<file path="config.mk">
export PLATFORM = sky130hd
export DESIGN_NAME = hack_screen_scanout
export DESIGN_NICKNAME = d
export VERILOG_FILES = /design/src/rtl/hack_video_pkg.sv /design/src/rtl/pixel_shift16.sv /design/src/rtl/hack_screen_scanout.sv
export SDC_FILE = /design/constraint.sdc
export NUM_CORES = 1
export LEC_CHECK = 0
export ABC_CLOCK_PERIOD_IN_PS = 2240
export CAP_MARGIN = 25
export CORE_MARGIN = 2
export CORE_UTILIZATION = 53
export DETAILED_ROUTE_END_ITERATION = 10
export PLACE_DENSITY_LB_ADDON = 0.15
export RECOVER_POWER = 25
export SLEW_MARGIN = 20
export SYNTH_ARGS = -nofsm -noshare
export SYNTH_HDL_FRONTEND = slang
export SYNTH_HIERARCHICAL = 1
export SYNTH_SLANG_ARGS = --single-unit
</file>
<file path="constraint.sdc">
create_clock -name clk -period 2.24 [get_ports clk]
set_input_delay 0.448 -clock clk [delete_from_list [all_inputs] [get_ports clk]]
set_output_delay 0.448 -clock clk [all_outputs]
set_load 0.02 [all_outputs]
</file>
<file path="src/rtl/hack_video_pkg.sv">
// Shared definitions for the Hack screen scanout path: FSM state encoding
// and the default geometry of the 512x256 monochrome frame buffer.
package hack_video_pkg;

    typedef enum logic [1:0] {
        IDLE   = 2'd0,
        ACTIVE = 2'd1,
        HBLANK = 2'd2,
        VBLANK = 2'd3
    } scanout_state_e;

    localparam int WORD_BITS    = 16;
    localparam int LINE_WORDS   = 32;
    localparam int LINE_PIXELS  = LINE_WORDS * WORD_BITS;
    localparam int SCREEN_WORDS = 8192;

endpackage

</file>
<file path="src/rtl/pixel_shift16.sv">
// 16-bit load/shift register: a load captures a new word, every other enabled
// cycle shifts right by one so the LSB always presents the next pixel.
module pixel_shift16
    import hack_video_pkg::*;
(
    input  logic                 clk,
    input  logic                 rst_n,
    input  logic                 en,
    input  logic                 load,
    input  logic [WORD_BITS-1:0] din,
    output logic                 lsb
);

    logic [WORD_BITS-1:0] data_q;
    logic [WORD_BITS-1:0] data_d;

    // Next value: hold, load a fresh word, or shift toward the LSB.
    always_comb begin
        data_d = data_q;
        if (en) begin
            data_d = load ? din : (data_q >> 1);
        end
    end

    // Shift register storage, cleared by the async reset.
    always_ff @(posedge clk or negedge rst_n) begin
        if (!rst_n) begin
            data_q <= '0;
        end else begin
            data_q <= data_d;
        end
    end

    assign lsb = data_q[0];

endmodule

</file>
<file path="src/rtl/hack_screen_scanout.sv">
// Frame buffer scanout: walks screen RAM word by word, serialises each word
// LSB-first into pixels and generates hsync/vsync/valid raster timing.
module hack_screen_scanout
    import hack_video_pkg::*;
#(
    parameter int H_WORDS     = LINE_WORDS,
    parameter int V_LINES     = 256,
    parameter int H_BLANK     = 64,
    parameter int HSYNC_LEN   = 32,
    parameter int V_BLANK     = 16,
    parameter int VSYNC_LINES = 2,
    parameter int ADDR_W      = $clog2(H_WORDS * V_LINES)
) (
    input  logic              clk,
    input  logic              rst_n,
    input  logic              enable,
    input  logic              pix_en,
    output logic [ADDR_W-1:0] mem_addr,
    input  logic [15:0]       mem_rdata,
    output logic              pixel,
    output logic              pixel_valid,
    output logic              hsync,
    output logic              vsync,
    output logic              frame_start
);

    localparam int CNT_W      = 16;
    localparam int LINE_PIX   = H_WORDS * WORD_BITS;
    localparam int LINE_TICKS = LINE_PIX + H_BLANK;
    localparam int SCREEN_SZ  = H_WORDS * V_LINES;

    scanout_state_e    state_q, state_d;
    logic [3:0]        bit_q, bit_d;
    logic [CNT_W-1:0]  word_q, word_d;
    logic [CNT_W-1:0]  line_q, line_d;
    logic [CNT_W-1:0]  btick_q, btick_d;
    logic [CNT_W-1:0]  bline_q, bline_d;
    logic [ADDR_W-1:0] addr_q, addr_d;
    logic              pixel_q, pixel_d;
    logic              valid_q, valid_d;
    logic              hsync_q, hsync_d;
    logic              vsync_q, vsync_d;
    logic              fs_q, fs_d;

    logic tick_active;
    logic word_start;
    logic last_word_tick;
    logic hblank_end;
    logic vline_end;
    logic last_line;
    logic last_vline;
    logic shift_lsb;

    // An IDLE tick with enable raised is already the first pixel of the frame,
    // so the first pixel appears one cycle after that tick.
    assign tick_active    = pix_en && ((state_q == ACTIVE) || ((state_q == IDLE) && enable));
    assign word_start     = tick_active && (bit_q == 4'd0);
    assign last_word_tick = (bit_q == 4'hF) && (word_q == CNT_W'(H_WORDS - 1));
    assign hblank_end     = (btick_q == CNT_W'(H_BLANK - 1));
    assign vline_end      = (btick_q == CNT_W'(LINE_TICKS - 1));
    assign last_line      = (line_q == CNT_W'(V_LINES - 1));
    assign last_vline     = (bline_q == CNT_W'(V_BLANK - 1));

    pixel_shift16 u_shift (
        .clk   (clk),
        .rst_n (rst_n),
        .en    (tick_active),
        .load  (word_start),
        .din   (mem_rdata >> 1),
        .lsb   (shift_lsb)
    );

    // State register.
    always_ff @(posedge clk or negedge rst_n) begin
        if (!rst_n) begin
            state_q <= IDLE;
        end else begin
            state_q <= state_d;
        end
    end

    // Next-state decision; enable only matters in IDLE and at the end of V blank.
    always_comb begin
        state_d = state_q;
        if (pix_en) begin
            case (state_q)
                IDLE:    if (enable) state_d = ACTIVE;
                ACTIVE:  if (last_word_tick) state_d = HBLANK;
                HBLANK:  if (hblank_end) state_d = last_line ? VBLANK : ACTIVE;
                VBLANK:  if (vline_end && last_vline) state_d = enable ? ACTIVE : IDLE;
                default: state_d = IDLE;
            endcase
        end
    end

    // Counter, address and output next values; everything holds without a tick.
    always_comb begin
        bit_d   = bit_q;
        word_d  = word_q;
        line_d  = line_q;
        btick_d = btick_q;
        bline_d = bline_q;
        addr_d  = addr_q;
        pixel_d = pixel_q;
        valid_d = valid_q;
        hsync_d = hsync_q;
        vsync_d = vsync_q;
        fs_d    = 1'b0;
        if (pix_en) begin
            pixel_d = 1'b0;
            valid_d = 1'b0;
            hsync_d = 1'b0;
            vsync_d = 1'b0;
            if (tick_active) begin
                valid_d = 1'b1;
                pixel_d = (bit_q == 4'd0) ? mem_rdata[0] : shift_lsb;
                fs_d    = (bit_q == 4'd0) && (word_q == '0) && (line_q == '0);
                bit_d   = bit_q + 4'd1;
                if (bit_q == 4'hF) begin
                    word_d = (word_q == CNT_W'(H_WORDS - 1)) ? '0 : word_q + CNT_W'(1);
                end
                if (word_start) begin
                    addr_d = (addr_q == ADDR_W'(SCREEN_SZ - 1)) ? '0 : addr_q + ADDR_W'(1);
                end
            end else if (state_q == HBLANK) begin
                hsync_d = (btick_q < CNT_W'(HSYNC_LEN));
                btick_d = hblank_end ? '0 : btick_q + CNT_W'(1);
                if (hblank_end) begin
                    line_d = last_line ? '0 : line_q + CNT_W'(1);
                end
            end else if (state_q == VBLANK) begin
                vsync_d = (bline_q < CNT_W'(VSYNC_LINES));
                hsync_d = (btick_q >= CNT_W'(LINE_PIX)) &&
                          (btick_q < CNT_W'(LINE_PIX + HSYNC_LEN));
                btick_d = vline_end ? '0 : btick_q + CNT_W'(1);
                if (vline_end) begin
                    bline_d = last_vline ? '0 : bline_q + CNT_W'(1);
                end
            end
        end
    end

    // Counter, address and output registers.
    always_ff @(posedge clk or negedge rst_n) begin
        if (!rst_n) begin
            bit_q   <= '0;
            word_q  <= '0;
            line_q  <= '0;
            btick_q <= '0;
            bline_q <= '0;
            addr_q  <= '0;
            pixel_q <= 1'b0;
            valid_q <= 1'b0;
            hsync_q <= 1'b0;
            vsync_q <= 1'b0;
            fs_q    <= 1'b0;
        end else begin
            bit_q   <= bit_d;
            word_q  <= word_d;
            line_q  <= line_d;
            btick_q <= btick_d;
            bline_q <= bline_d;
            addr_q  <= addr_d;
            pixel_q <= pixel_d;
            valid_q <= valid_d;
            hsync_q <= hsync_d;
            vsync_q <= vsync_d;
            fs_q    <= fs_d;
        end
    end

    assign mem_addr    = addr_q;
    assign pixel       = pixel_q;
    assign pixel_valid = valid_q;
    assign hsync       = hsync_q;
    assign vsync       = vsync_q;
    assign frame_start = fs_q;

endmodule

</file>
==> results of run 1 <==
==> layout by cell type, fill, tap and decap left out, drive strengths merged, types with 2 or more instances in the layout <==
cell / instances
nand2b: 2
nor3: 14
a21oi: 21
nand3: 40
o31ai: 5
o22ai: 2
clkbuf: 12
buf: 37
clkinv: 2
nand4: 18
inv: 16
mux2i: 16
ha: 9
nor4b: 2
a31oi: 3
nand2: 39
xnor2: 45
bufinv: 2
or4: 5
and2: 3
mux2: 4
and3: 17
clkdlybuf4s50: 36
dfrtp: 104
nand3b: 2
nor2: 43
or2: 3
and4: 12
o21ai: 18
or3: 4
xor2: 17
nor4: 13
==> path summary, 6_finish.rpt <==
path / from / end / slack, ps / cells past startpoint
max: bit_q[0] / u_shift/data_q[13] / 150 / 8
min: bline_q[15] / bline_q[15] / 470 / 1
max reg2reg: bit_q[0] / u_shift/data_q[13] / 150 / 8
min reg2reg: bline_q[15] / bline_q[15] / 470 / 1
max in group asynchronous: rst_n / u_shift/data_q[8] / 490 / 2
min in group asynchronous: rst_n / state_q[0] / 540 / 1
==> logic make-up (layout without fill, tap and decap cells) <==
kind of cell | Yosys count | after routing
buffers and inverters | 28 | 105
muxes | 20 | 20
xor gates and xnor gates | 62 | 62
and+or+nand+nor | 218 | 218
other | 1 | 1
AOI/OAI and AO/OA | 54 | 54
DFF | 104 | 104
adders and majority gates | 9 | 9
==> where the power goes <==
part | switching, mW | internal, mW
clock network | 0.609 | 0.621
registers | 0.183 | 2.09
logic | 0.426 | 0.418
total | 1.22 | 3.13
==> registers in the layout, indices dropped and copies added, names as in the netlist <==
signal	cells
bline_q	16
btick_q	16
line_q	16
u_shift/data_q	16
word_q	16
mem_addr	13
bit_q	4
state_q	2
frame_start	1
hsync	1
pixel	1
pixel_valid	1
vsync	1
==> through the flow <==
stage                     cell area [um^2]  std cells  TNS (ps)  total power, mW  hold WS (ps)
after detailed placement              5920        687     -5060             3.16           413
after CTS                             6120        702         0             4.40          2.62
after global routing                  6130        702         0             4.62           490
after global placement                5920        687     -4200             3.12           413
final                                 6130        702         0             4.35           467
after floorplan                       5140        496         0             2.83           152
==> routing by layer <==
layer	share of wire, %	global-route usage (%)
met1	49	30.0
met2	47	32.1
met3	2.7	4.38
met4	1.8	8.10
met5	0	0
==> repair_timing <==
action                                  CTS  global route
setup buffers                             0             0
gates resized for setup                   0             3
endpoints found under the hold margin     0             0
endpoints found under the setup margin    0             7
hold buffers                              0             0
==> critical path: cells and delay by family (launching register included) <==
family / cells / cell delay (ps)
compound gates: 1 / 80
fa+ha+maj: 1 / 150
buf+inv: 3 / 360
flops: 1 / 410
mux: 1 / 210
simple gates: 2 / 750
==> area by class of cell <==
cell class | count | area, um^2
clock buffer | 11 | 131
clock inverter | 4 | 70.1
fill | 752 | 3200
inverter | 16 | 60.1
multi-input combinational | 364 | 2410
sequential | 104 | 2600
tap | 129 | 161
timing repair buffer | 74 | 692
==> results.toml, run 1 <==
[sta]
finalWorstSetupSlack_ps = 151
rsz0062_at_grt = "false"
post-route-min-period_ps = 2090
slew_violations = 32
relSlewSlack_pct = -17.3
clock.fmax_mhz = 479
skew_ps = 11.6
finalSetupViolCount = 0
period_share_pct = 93.3
worst_pin_slew_ps = 1760
hold_violations = 0

[clock_tree]
h-tree-depth = 3
clkLatencyLatePin_ps = 370
clk_path_buf_depth = 2
cts_buffers = 9
tritoncts = "done"
cts-root-buf = "clkbuf_8"
clkSinkCount = 104
cts.clk_slew.worst_paths_ps = 90

[setup_path]
slowest_stage = "dfrtp_1"
crit_path_start_kind = "flop"
critPathCaptureType = "flop"
worstPathCellList = "inv_1 > ha_1 > or3b_1 > or3_4 > inv_2 > buf_12 > mux2i_1 > a21oi_1"
slowest_delay_ps = 410
worstPathRequired_ps = 2500
arrival_ps = 2350
critPathKind = "flop to flop"
cp_max_fo = 17

[die]
fp.dieH_um = 102
coreArea_mm2 = 0.00933
die_w_um = 102
std_cell_rows = 35
io_pins = 38
dieArea_mm2 = 0.0105
start_util_pct = 55.1

[detailed_routing]
routed-via-count = 3779
routedWlPerCell_um = 14.2
postRouteAntennaNets = 0
drt_first_iter_violations = 138
vias_per_cell = 5.38
dr.pass1.iters = 4
wirelength_um = 9940
drc = 0

[synth]
yosys-mux-area-fraction_pct = 3.99
syn_nets = 525
synth-edff-count = 0
ys_ff_latch = 104
synth_most_common_cell = "dfrtp_1"
synth_area_mm2 = 0.00514
yosys_warnings = 6
synth_top_family_by_area = "simple AND/OR/NAND/NOR gates"
seq_area_frac_synth_pct = 50.6
synth_commonest_cells = "dfrtp_1, xnor2_1, nor2_1"
netlist_instances = 496
synthAdderAreaFrac_pct = 2.19
synth_compound_area_share_pct = 5.94
synth.top_cell.area_share_pct = 50.6
async_reset_ff_share_pct = 100
synthTopCellsByArea = "dfrtp_1, xnor2_1, nand3_1"
ys_types = 47
synth_xor_area_share_pct = 10.6
avgSynthCellArea_um2 = 10.4
yosysTopAreaCell = "dfrtp_1"
synth_ff_type = "dfrtp_1"
yosys.area_share.simple_pct = 24.0

[global_route]
grt_pass1_vias = 3663
grt-ovfl-total = 0
grt_usage_pct = 21.1
antenna_found_initial = 0
grt_pass1_wl_um = 17400
grt_max_degree = 45

[place]
pre_cts_ws_ps = -169
place_hpwl_um = 7250
port_buffers = 37
gp_congestion = 0.843

[outcome]
failed_checks = "capacitance limit, slew limit"
outcome = "finished with violations"

[layout]
final_nets = 598
area_delta_synth_final_pct = 19.3
diodes = 0
utilization_pct = 65.7
layout-drive-gt1-share_pct = 13.1

[power_and_ir_drop]
power_density_mw_per_mm2 = 709
ir_drop_v = 0.000554
leakage_nw = 2.75

[min_path]
hold_class = "flop to flop"

[job]
cap_violations = 1
Power figures use the tool's default switching activity.
==> run 2: changes to the inputs <==
--- a/config.mk
+++ b/config.mk
@@ -5,10 +5,11 @@
 export SDC_FILE = /design/constraint.sdc
 export NUM_CORES = 1
 export LEC_CHECK = 0
+export ABC_AREA = 1
 export ABC_CLOCK_PERIOD_IN_PS = 2240
 export CAP_MARGIN = 25
 export CORE_MARGIN = 2
-export CORE_UTILIZATION = 53
+export CORE_UTILIZATION = 54
 export DETAILED_ROUTE_END_ITERATION = 10
 export PLACE_DENSITY_LB_ADDON = 0.15
 export RECOVER_POWER = 25
==> results.toml, run 2 <==
[layout]
layout-drive-gt1-share_pct = 7.98
mostFrequentLayoutCells = "nand2_1, inv_1, dfrtp_1"
multi_input_area_mm2 = 0.00292
layout_commonest_cell = "nand2_1"
area_delta_synth_final_pct = 13.3
diodes = 0
seq_area_mm2 = 0.00260
fill_cells = 973
final_nets = 891

[sta]
finalSetupViolCount = 0
period_share_pct = 85.2
clock.fmax_mhz = 524
rsz0062_at_grt = "false"
slew_violations = 27
setup_tns_ps = 0
skew_ps = 6.76
hold_violations = 0
worst_pin_slew_ps = 1610
relSlewSlack_pct = -7.46
finalWorstSetupSlack_ps = 332
post-route-min-period_ps = 1910

[place]
place_hpwl_um = 9640
port_buffers = 37
pre_cts_ws_ps = 138
gp_congestion = 0.893

[detailed_routing]
dr.pass1.iters = 5
postRouteAntennaNets = 0
vias_per_cell = 5.22
routed-via-count = 5245
drt_first_iter_violations = 368
wirelength_um = 13200
routedWlPerCell_um = 13.1
drc = 0

[setup_path]
cp_max_fo = 7
r2r-end = "state_q[0]"
slowest_stage = "clkdlybuf4s50_1"
reg2reg_depth = 10
arrival_ps = 1460
critPathKind = "flop to primary output"
worstPathCellList = "clkdlybuf4s50_1"
critPathCaptureType = "primary output"
crit_start = "mem_addr[0]"
timing.rr.start = "bline_q[1]"
critPathTopFamily = "buffers and inverters"
slowest_delay_ps = 650
endpoint = "mem_addr[0]"
worstPathRequired_ps = 1790
r2r_slack_ps = 490
crit_path_start_kind = "flop"
cp_num_buf_inv = 1
cp.depth = 1

[clock_tree]
postCtsSetupBuffers = 0
clkLatencyLatePin_ps = 350
clk_path_buf_depth = 2
holdBufCountCts = 0
cts-root-buf = "clkbuf_16"
tritoncts = "done"
cts_buffers = 9
h-tree-depth = 3
cts_resized = 0
clkSinkCount = 104
cts.clk_slew.worst_paths_ps = 70

[synth]
netlist_instances = 815
yosysTopAreaCell = "dfrtp_1"
ys_types = 38
synth_commonest_cells = "nand2_1, inv_1, dfrtp_1"
synth_ff_type = "dfrtp_1"
synth_most_common_cell = "nand2_1"
ys_ff_latch = 104
synthTopCellsByArea = "dfrtp_1, nand2_1, inv_1"
synth.top_cell.area_share_pct = 42.7
async_reset_ff_share_pct = 100
synth-edff-count = 0
syn_nets = 844
yosys_warnings = 6
synth_area_mm2 = 0.00609
seq_area_frac_synth_pct = 42.7
avgSynthCellArea_um2 = 7.48

[outcome]
failed_checks = "capacitance limit, slew limit"
outcome = "finished with violations"

[global_route]
grt_usage_pct = 23.9
grt_max_degree = 40
grt_pass1_vias = 4992
grt-ovfl-total = 0
grt_pass1_wl_um = 22600
antenna_found_initial = 0

[die]
fp.dieH_um = 110
start_util_pct = 55.7
std_cell_rows = 38
io_pins = 38
die_w_um = 110
dieArea_mm2 = 0.0121
coreArea_mm2 = 0.0109

[min_path]
worstHoldStart = "u_shift/data_q[7]"
hold_class = "flop to flop"
worstHoldPathCells = 2

[power_and_ir_drop]
leakage_nw = 3.45
ir_drop_v = 0.000704
power_density_mw_per_mm2 = 784

[job]
cap_violations = 1
-- run 2: changes by cell type after synthesis, sizes merged, moves of 12 or more --
cell,before,now
a21oi,21,6
and3,17,0
and4,12,0
inv,16,120
mux2i,16,0
nand2,39,240
nand3,40,71
nor2,43,96
nor3,14,27
o21ai,18,43
xnor2,45,9
xor2,17,39
-- run 2: power breakdown --
part / switching, mW / total, mW / internal (mW) / leakage (nW)
registers: 0.311 / 2.51 / 2.20 / 1.30
logic: 0.869 / 1.39 / 0.525 / 2.01
clock network: 0.670 / 1.51 / 0.835 / 0.135
total: 1.85 / 5.41 / 3.56 / 3.45
-- run 2: routing by layer --
layer,wire [um],vias up,track usage (%),share of wire [%]
met1,5960,2469,29.9,45
met5,0,-,0,0
met2,6600,98,41.1,50
met3,422,23,5.17,3.2
met4,196,0,7.95,1.5
li1,-,2655,-,-
-- run 2: how the worst min path moves through the flow --
stage	to	slack [ps]
floorplan	bit_q[0]	150
CTS	line_q[11]	20
detailed placement	word_q[2]	400
finish	u_shift/data_q[7]	480
global placement	word_q[2]	400
global route	u_shift/data_q[5]	510
-- run 2: cells by family after synthesis --
group / Yosys count / share of synthesized area, %
and+or+nand+nor: 465 / 34.0
buffers and inverters: 135 / 9.38
DFF: 104 / 42.7
AOI/OAI and AO/OA: 53 / 5.05
xor gates and xnor gates: 48 / 6.90
adders and majority gates: 9 / 1.85
other: 1 / 0.0615
-- run 2: final cells by class --
cell class              count  share of cell area [%]
multi-input cells         576                    42.3
inverters                 121                    6.62
well taps                 140                    2.54
flip-flops and latches    104                    37.7
repair buffers             50                    6.87
clock buffers              14                    3.97
-- run 2: per-stage QoR --
step	power [mW]	std cells	instance area, um^2	utilization, %	hold slack, ps
global route	5.76	1005	6900	63.1	508
CTS	5.45	1005	6910	63.1	21.5
floorplan	3.45	815	6090	-	152
global placement	3.85	991	6630	60.6	398
detailed placement	3.92	991	6630	60.6	400
finish	5.41	1005	6900	63.1	480
